## src/rtl/sigcol_pkg.sv

```systemverilog
// Shared types and the signature fold used by the y signature collector
// and by anything that needs to predict its signature.
package sigcol_pkg;

    localparam int SIG_W = 32;
    localparam logic [SIG_W-1:0] SIG_INIT_DEF = 32'hFFFF_FFFF;

    typedef enum logic [1:0] {
        IDLE   = 2'd0,
        STREAM = 2'd1,
        DONE   = 2'd2
    } sigcol_state_e;

    // Rotate left by one, then fold in the accepted word.
    function automatic logic [SIG_W-1:0] sig_step(input logic [SIG_W-1:0] sig,
                                                  input logic [SIG_W-1:0] word);
        return {sig[SIG_W-2:0], sig[SIG_W-1]} ^ word;
    endfunction

endpackage

```

## src/rtl/sigcol_fsm.sv

```systemverilog
// Control for the collector: IDLE -> STREAM -> DONE -> IDLE, with the
// capture/accept strobes the datapath uses to update its registers.
module sigcol_fsm
    import sigcol_pkg::*;
(
    input  logic          clk,
    input  logic          rst,
    input  logic          sample_valid_i,
    input  logic          word_ready_i,
    input  logic          last_i,
    output sigcol_state_e state_o,
    output logic          sample_ready_o,
    output logic          word_valid_o,
    output logic          sig_valid_o,
    output logic          busy_o,
    output logic          capture_o,
    output logic          accept_o
);

    sigcol_state_e state_q;
    sigcol_state_e state_d;

    always_ff @(posedge clk or posedge rst) begin
        if (rst) begin
            state_q <= IDLE;
        end else begin
            state_q <= state_d;
        end
    end

    // Handshake: a word transfers on any edge where word_valid and word_ready
    // are both high; word_valid stays up in STREAM until that happens.
    always_comb begin
        state_d        = state_q;
        sample_ready_o = 1'b0;
        word_valid_o   = 1'b0;
        sig_valid_o    = 1'b0;
        busy_o         = 1'b0;
        capture_o      = 1'b0;
        accept_o       = 1'b0;
        case (state_q)
            IDLE: begin
                sample_ready_o = 1'b1;
                if (sample_valid_i) begin
                    capture_o = 1'b1;
                    state_d   = STREAM;
                end
            end
            STREAM: begin
                word_valid_o = 1'b1;
                busy_o       = 1'b1;
                if (word_ready_i) begin
                    accept_o = 1'b1;
                    if (last_i) begin
                        state_d = DONE;
                    end
                end
            end
            DONE: begin
                sig_valid_o = 1'b1;
                busy_o      = 1'b1;
                state_d     = IDLE;
            end
            default: state_d = IDLE;
        endcase
    end

    assign state_o = state_q;

endmodule

```

## src/rtl/y_signature_collector.sv

```systemverilog
// Captures one wide y sample, streams it out as WORD_W-bit words and folds
// every accepted word into a running rotate-XOR signature.
module y_signature_collector
    import sigcol_pkg::*;
#(
    parameter int                Y_WIDTH  = 1394,
    parameter int                WORD_W   = SIG_W,
    parameter logic [WORD_W-1:0] SIG_INIT = SIG_INIT_DEF,
    localparam int               NWORDS   = (Y_WIDTH + WORD_W - 1) / WORD_W,
    localparam int               IDX_W    = (NWORDS > 1) ? $clog2(NWORDS) : 1
) (
    input  logic               clk,
    input  logic               rst,
    input  logic               sample_valid,
    output logic               sample_ready,
    input  logic [Y_WIDTH-1:0] y,
    output logic               word_valid,
    input  logic               word_ready,
    output logic [WORD_W-1:0]  word_data,
    output logic [IDX_W-1:0]   word_idx,
    output logic               word_last,
    output logic [WORD_W-1:0]  sig,
    output logic               sig_valid,
    output logic               busy
);

    localparam int              EXT_W    = NWORDS * WORD_W;
    localparam logic [IDX_W-1:0] LAST_IDX = IDX_W'(NWORDS - 1);

    sigcol_state_e     state;
    logic              capture;
    logic              accept;
    logic              is_last;

    logic [EXT_W-1:0]  shadow_q, shadow_d;
    logic [IDX_W-1:0]  idx_q, idx_d;
    logic [WORD_W-1:0] sig_q, sig_d;

    assign is_last = (idx_q == LAST_IDX);

    sigcol_fsm u_fsm (
        .clk            (clk),
        .rst            (rst),
        .sample_valid_i (sample_valid),
        .word_ready_i   (word_ready),
        .last_i         (is_last),
        .state_o        (state),
        .sample_ready_o (sample_ready),
        .word_valid_o   (word_valid),
        .sig_valid_o    (sig_valid),
        .busy_o         (busy),
        .capture_o      (capture),
        .accept_o       (accept)
    );

    always_comb begin
        word_data = '0;
        for (int i = 0; i < NWORDS; i++) begin
            if (idx_q == IDX_W'(i)) begin
                word_data = shadow_q[i*WORD_W +: WORD_W];
            end
        end
    end

    // The zero-extending cast keeps the pad bits of the top word at 0.
    always_comb begin
        shadow_d = shadow_q;
        idx_d    = idx_q;
        sig_d    = sig_q;
        if (capture) begin
            shadow_d = EXT_W'(y);
            idx_d    = '0;
            sig_d    = SIG_INIT;
        end else if (accept) begin
            sig_d = sig_step(sig_q, word_data);
            if (!is_last) begin
                idx_d = idx_q + 1'b1;
            end
        end
    end

    always_ff @(posedge clk or posedge rst) begin
        if (rst) begin
            shadow_q <= '0;
            idx_q    <= '0;
            sig_q    <= SIG_INIT;
        end else begin
            shadow_q <= shadow_d;
            idx_q    <= idx_d;
            sig_q    <= sig_d;
        end
    end

    assign word_idx  = idx_q;
    assign word_last = (state == STREAM) && is_last;
    assign sig       = sig_q;

endmodule

```

## config.mk

```make
export PLATFORM = sky130hd
export DESIGN_NAME = y_signature_collector
export DESIGN_NICKNAME = d
export VERILOG_FILES = /design/src/rtl/sigcol_pkg.sv /design/src/rtl/sigcol_fsm.sv /design/src/rtl/y_signature_collector.sv
export SDC_FILE = /design/constraint.sdc
export NUM_CORES = 2
export LEC_CHECK = 0
export BUFFER_PORTS_ARGS = -buffer_cell sky130_fd_sc_hd__buf_4
export CORE_AREA = 2 2 569 571
export DETAILED_ROUTE_END_ITERATION = 7
export DIE_AREA = 0 0 571 573
export GPL_TIMING_DRIVEN = 0
export PLACE_DENSITY = 0.48
export SYNTH_ARGS = -nofsm -noshare
export SYNTH_HDL_FRONTEND = slang
export SYNTH_SLANG_ARGS = --single-unit
```

## constraint.sdc

```tcl
create_clock -name clk -period 78.8 [get_ports clk]
set_input_delay 11.82 -clock clk [delete_from_list [all_inputs] [get_ports clk]]
set_output_delay 11.82 -clock clk [all_outputs]
set_load 0.01 [all_outputs]
```

# Word-level counts from Yosys, hierarchy flattened
# Index checks and enable logic that the tools add are counted.
dict set report word_totals {
  reg_bits 1434
  latch_bits 0
  mem_bits_rw 0
  rom_bits 0
  in_bits 1398
  out_inout_bits 75
  elab_cells 123
  mem_count 0
}
dict set report op_classes {
  addsub 1
  mul 0
  div_mod_pow 0
  n_lt_le_gt_ge 0
  n_eq_ne 49
  shifts 0
  muxes 61
  bitwise 1
  reduce_logical 7
}
# cell count
set op_table {}
lappend op_table {{32-bit two-way mux} 46}
lappend op_table {{6-bit by 5-bit equality test with 1-bit output, second input constant} 16}
lappend op_table {{6-bit equality test, second input constant} 12}
lappend op_table {{6-bit by 4-bit equality test with 1-bit output, second input constant} 8}
lappend op_table {{32-bit bitwise XOR} 1}
lappend op_table {{6-bit by 3-bit equality test with 1-bit output, second input constant} 4}
lappend op_table {{6-bit two-way mux} 3}
lappend op_table {{6-bit by 2-bit equality test with 1-bit output, second input constant} 2}
lappend op_table {{1-bit two-way mux} 8}
lappend op_table {{2-bit != test, second input constant} 4}
lappend op_table {{6-bit by 1-bit adder with 6-bit output, second input constant} 1}
lappend op_table {{6-bit by 1-bit equality test with 1-bit output, second input constant} 1}
lappend op_table {{6-bit zero test} 1}
lappend op_table {{2-bit two-way mux} 3}
lappend op_table {{2-bit one-hot mux with 2 select lines} 1}
lappend op_table {{3-bit AND reduction} 1}
lappend op_table {{2-bit by 1-bit equality test with 1-bit output, second input constant} 1}
lappend op_table {{2-bit equality test, second input constant} 1}
lappend op_table {{2-bit zero test} 1}
lappend op_table {{2-bit AND reduction} 1}
lappend op_table {{2-bit nonzero test} 1}
lappend op_table {{2-bit OR reduction} 1}
lappend op_table {{1-bit logical AND} 1}

# Longest topological paths before layout
dict set report logic_depth {
  word_depth 48
  depth_mapped 15
  depth_no_buf 11
}

# Hierarchy
# Synthesis repeated with hierarchy kept, for this count alone.
dict set report unflattened {
  cells_unflattened 5226
  area_unflattened_um2 66536.3
}
# mod n_inst cells_per_inst area_each_um2 seq_area_each_um2
set by_module_without_submodules {}
lappend by_module_without_submodules {y_signature_collector 1 5207 66352.4 35874.4}
lappend by_module_without_submodules {sigcol_fsm 1 19 183.9 50.0}

# Least setup slack after synthesis
# Ideal clock, no wire load.
dict set report synth_timing {
  path_type {register to output}
  start {reg idx_q[0], in the netlist word_idx[0]}
  end {out word_data[15]}
  t_arrival_ns 2.736
  t_required_ns 66.980
  path_slack_ns 64.244
  stages_incl_launch_ff 12
  path_buffers 4
  path_cell_list {dfrtp_1 > ha_1 > buf_4 > or2_1 > clkbuf_1 > buf_2 > nand2_1 > clkbuf_1 > o21ai_0 > or4b_1 > o211ai_1 > and2_1}
}
dict set report synth_between {
  elab_chain_cells 45
  word_cells_on_any_way 88
  cone_classes {43 x eq/ne; 44 x mux; 1 x reduce/logical}
}
# element line_no
set synth_rtl {}
lappend synth_rtl {{from (decl)} y_signature_collector.sv:36} ;# logic [IDX_W-1:0] idx_q, idx_d;
lappend synth_rtl {{from (signal assigned)} y_signature_collector.sv:89} ;# idx_q <= idx_d;
lappend synth_rtl {{6-bit zero test} y_signature_collector.sv:59} ;# if (idx_q == IDX_W'(i)) begin
lappend synth_rtl {{32-bit two-way mux (43 in series)} y_signature_collector.sv:59}
lappend synth_rtl {{32-bit two-way mux (*)} y_signature_collector.sv:59}
lappend synth_rtl {{to (decl)} y_signature_collector.sv:19} ;# output logic [WORD_W-1:0] word_data,
# Every way passes the cells marked *; elsewhere a longest branch is shown, timed or not.

# Final worst setup path
dict set report layout_timing {
  start {reg idx_q[0], in the netlist word_idx[0]}
  end {out word_data[18]}
}
# The elaborated chain is that of the path after synthesis.

==> out/metrics.yaml <==
run_status:
  status: "finished, violations left"
  violations: "max-capacitance violations, max-slew violations"
worst_setup_path:
  path_class: "register to primary output"
  critPathLaunchType: "register"
  end_kind: "primary output"
  cpPeakStageDelay_ps: 1120
  path_max_fanout: 10
  arrival_ps: 7540
  worst_ep_required_time_ps: 66980
  timing.rr.end: "sig[18]"
  path_delay_family: "simple AND/OR/NAND/NOR gates"
  r2r-start: "word_idx[0]"
  slowest_stage: "nor2_1"
  crit_buf_inv: 4
  reg2reg_depth: 13
  r2r_slack_ps: 71930
  cp_cell_sequence: "inv_1 > ha_1 > buf_2 > buf_6 > nor2_1 > nor2_1 > a2111oi_0 > nand3_1 > a211o_1 > o21ai_1 > nand3_1 > buf_4"
synth:
  syn_area_per_cell_um2: 8.20
  ys_async_sr_fraction_pct: 100
  synth_cell_type_count: 114
  muxShareOfSynthArea_pct: 0.0299
  yosys.area_share.simple_pct: 30.2
  synth-main-ff-cell: "dfrtp_1"
  synth_adder_area_share_pct: 0.131
  ys_seq_elements: 1434
  synth.net_count: 9557
  ys_seq_area_share_pct: 53.7
  netlist_area_um2: 66800
  synthXorXnorAreaFrac_pct: 0.262
  synth_edf_count: 0
  yosys_warnings: 0
  synth_top_family_by_area: "simple AND/OR/NAND/NOR gates"
  synth_compound_area_share_pct: 12.0
  synth_cells: 8152
timing:
  tightestPinTransition_ps: 1760
  drv_slew: 11
  finalHoldViolCount: 0
  holdWs_ps: 472
  fin_ws_ps: 59440
  period_share_pct: 24.6
  relSlewSlack_pct: -18.9
  max_freq_ghz: 0.0516
  period_minus_slack_ps: 19360
  clock_skew_ps: 55.4
  finalSetupTns_ps: 0
  rsz0062_at_grt: "no"
  setup_violations: 0
placed_design:
  place_ws_ps: 60530
  hpwl_mm: 452
  portBuffers: 1472
  gp_congestion: 0.996
power_and_ir_drop:
  power_density_nw_per_um2: 38.2
  ir_worst_vdd_v: 0.0000176
  leakage_nw: 45.6
  finalPower_mw: 3.47
global_route:
  grt_pass1_vias: 68800
  overflow: 0
  antenna_found_initial: 187
  grt_max_degree: 118
  grt_pass1_wl_mm: 686
  grt_usage_pct: 31.9
worst_hold_path:
  hold_end: "shadow_q[162]"
  hp-class: "register to register"
  min_from: "shadow_q[162]"
  min_path_cells: 2
detailed_routing:
  dr.pass1.iters: 8
  routedWlPerCell_um: 37.5
  drt_iter0_markers: 9578
  ant_nets: 0
  vias: 71900
  via_per_inst: 4.99
  drcViolationCount: 0
  wl_mm: 540
floorplan:
  die_area_um2: 327000
  rows: 208
  die_y_um: 573
  die_w_um: 571
  start_util_pct: 20.9
  ios: 1473
  coreArea_um2: 320000
cts:
  tritoncts: "done"
  cts-htree-levels: 4
  cts_buffers: 179
  postCtsHoldBufs: 0
  worstSkewPairLatency_ps: 880
  clk_path_buf_depth: 4
  cts_setup_buffers: 0
  root_buffer: "clkbuf_16"
  cts.sinks: 1434
  cts.clk_slew.worst_paths_ps: 60
  post_cts_resized: 0
cells_and_area:
  fillerInstances: 35300
  final-seq-area_um2: 35900
  syn2layout_area_growth_pct: 35.7
  drive_above_1_share_pct: 21.0
  most-common-layout-cells: "nand2_1, buf_4, dfrtp_1"
  nets: 11300
  layout_commonest_cell: "nand2_1"
  final_util_pct: 28.3
  multiInputGateArea_um2: 28600
run:
  cap_violations: 5
## Yosys cell counts (all sizes together), types with 13 or more instances
| master | instances | share of area, % |
|---|---|---|
| xnor2 | 15 | 0.20 |
| a21oi | 188 | 1.4 |
| nand2b | 13 | 0.12 |
| a21o | 13 | 0.15 |
| inv | 26 | 0.15 |
| nand4 | 30 | 0.28 |
| a221oi | 119 | 1.6 |
| or3 | 15 | 0.15 |
| a221o | 42 | 0.63 |
| nand3 | 119 | 0.90 |
| a222oi | 21 | 0.31 |
| o22ai | 75 | 0.71 |
| nor2 | 221 | 1.3 |
| a211o | 19 | 0.25 |
| a211oi | 28 | 0.32 |
| o221ai | 76 | 1.0 |
| a22oi | 101 | 1.1 |
| o21ai | 173 | 1.3 |
| nor3 | 87 | 0.69 |
| a31oi | 22 | 0.22 |
| and2 | 14 | 0.13 |
| nor2b | 16 | 0.15 |
| nor4 | 24 | 0.26 |
| o211ai | 54 | 0.62 |
| a2111oi | 16 | 0.25 |
| dfstp | 32 | 1.3 |
| clkbuf | 382 | 2.1 |
| dfrtp | 1402 | 52 |
| nand2 | 4382 | 25 |
| buf | 149 | 1.3 |
| and3 | 27 | 0.25 |
| a22o | 19 | 0.25 |
## worst max path at each step
| stage | start | to | slack, ps | cells after the start |
|---|---|---|---|---|
| after CTS | word_idx[1] | word_data[18] | 59570 | 11 |
| after global routing | word_idx[0] | word_data[13] | 59620 | 13 |
| after global placement | rst | shadow_q[1374] | 5550 | 2 |
| final | word_idx[0] | word_data[18] | 59440 | 12 |
| after floorplan | rst | shadow_q[0] | 26590 | 1 |
| after detailed placement | word_idx[1] | word_data[18] | 60530 | 11 |
## cell families (layout without fill, tap and decap cells)
group / after synthesis / count (layout)
flip-flops: 1434 / 1434
adder cells (fa/ha/maj): 7 / 7
XOR/XNOR: 20 / 20
buffers and inverters: 558 / 2409
multiplexers: 2 / 2
other: 0 / 99
AO/OA/AOI/OAI: 1101 / 1101
AND/OR/NAND/NOR: 5030 / 5030
## report_power, final
group | leakage [nW] | switching, mW | internal, mW
Combinational | 25.0 | 0.810 | 0.339
Clock | 2.99 | 0.366 | 0.517
Sequential | 17.6 | 0.327 | 1.11
Total | 45.6 | 1.50 | 1.97
## through the flow
| stage | instance area, um2 | cells |
|---|---|---|
| floorplan | 66800 | 8152 |
| global placement | 83300 | 13900 |
| detailed placement | 84300 | 14000 |
| CTS | 90400 | 14300 |
| global route | 90600 | 14400 |
| finish | 90700 | 14400 |
## tightest hold or removal path: stages (launching register included)
cell,delay (ps)
dfrtp_1,330
nand2_1,50
nand2_1,60
## sequential cells by signal (all words and copies together) (netlist names)
signal         flops
sig               32
u_fsm.state_o      2
shadow_q        1394
word_idx           6
## layer usage
layer  routed length, um  GRT usage [%]  vias up
met5                 342              0        -
met1              228000           42.6    36300
met3               47500           7.26      818
met2              237000           48.0     4304
met4               28000           16.0       50
li1                    -              -    30500
## cell type report
| type | instances | share of cell area, % |
|---|---|---|
| sequential | 1434 | 39.6 |
| antenna | 99 | 0.273 |
| timing repair buffer | 1526 | 13.2 |
| inverter | 27 | 0.120 |
| buffer | 531 | 2.60 |
| tap | 4305 | 5.94 |
| clock buffer | 273 | 5.92 |
| multi-input combinational | 6160 | 31.6 |
| clock inverter | 52 | 0.804 |
(Power assumes the default switching activity.)
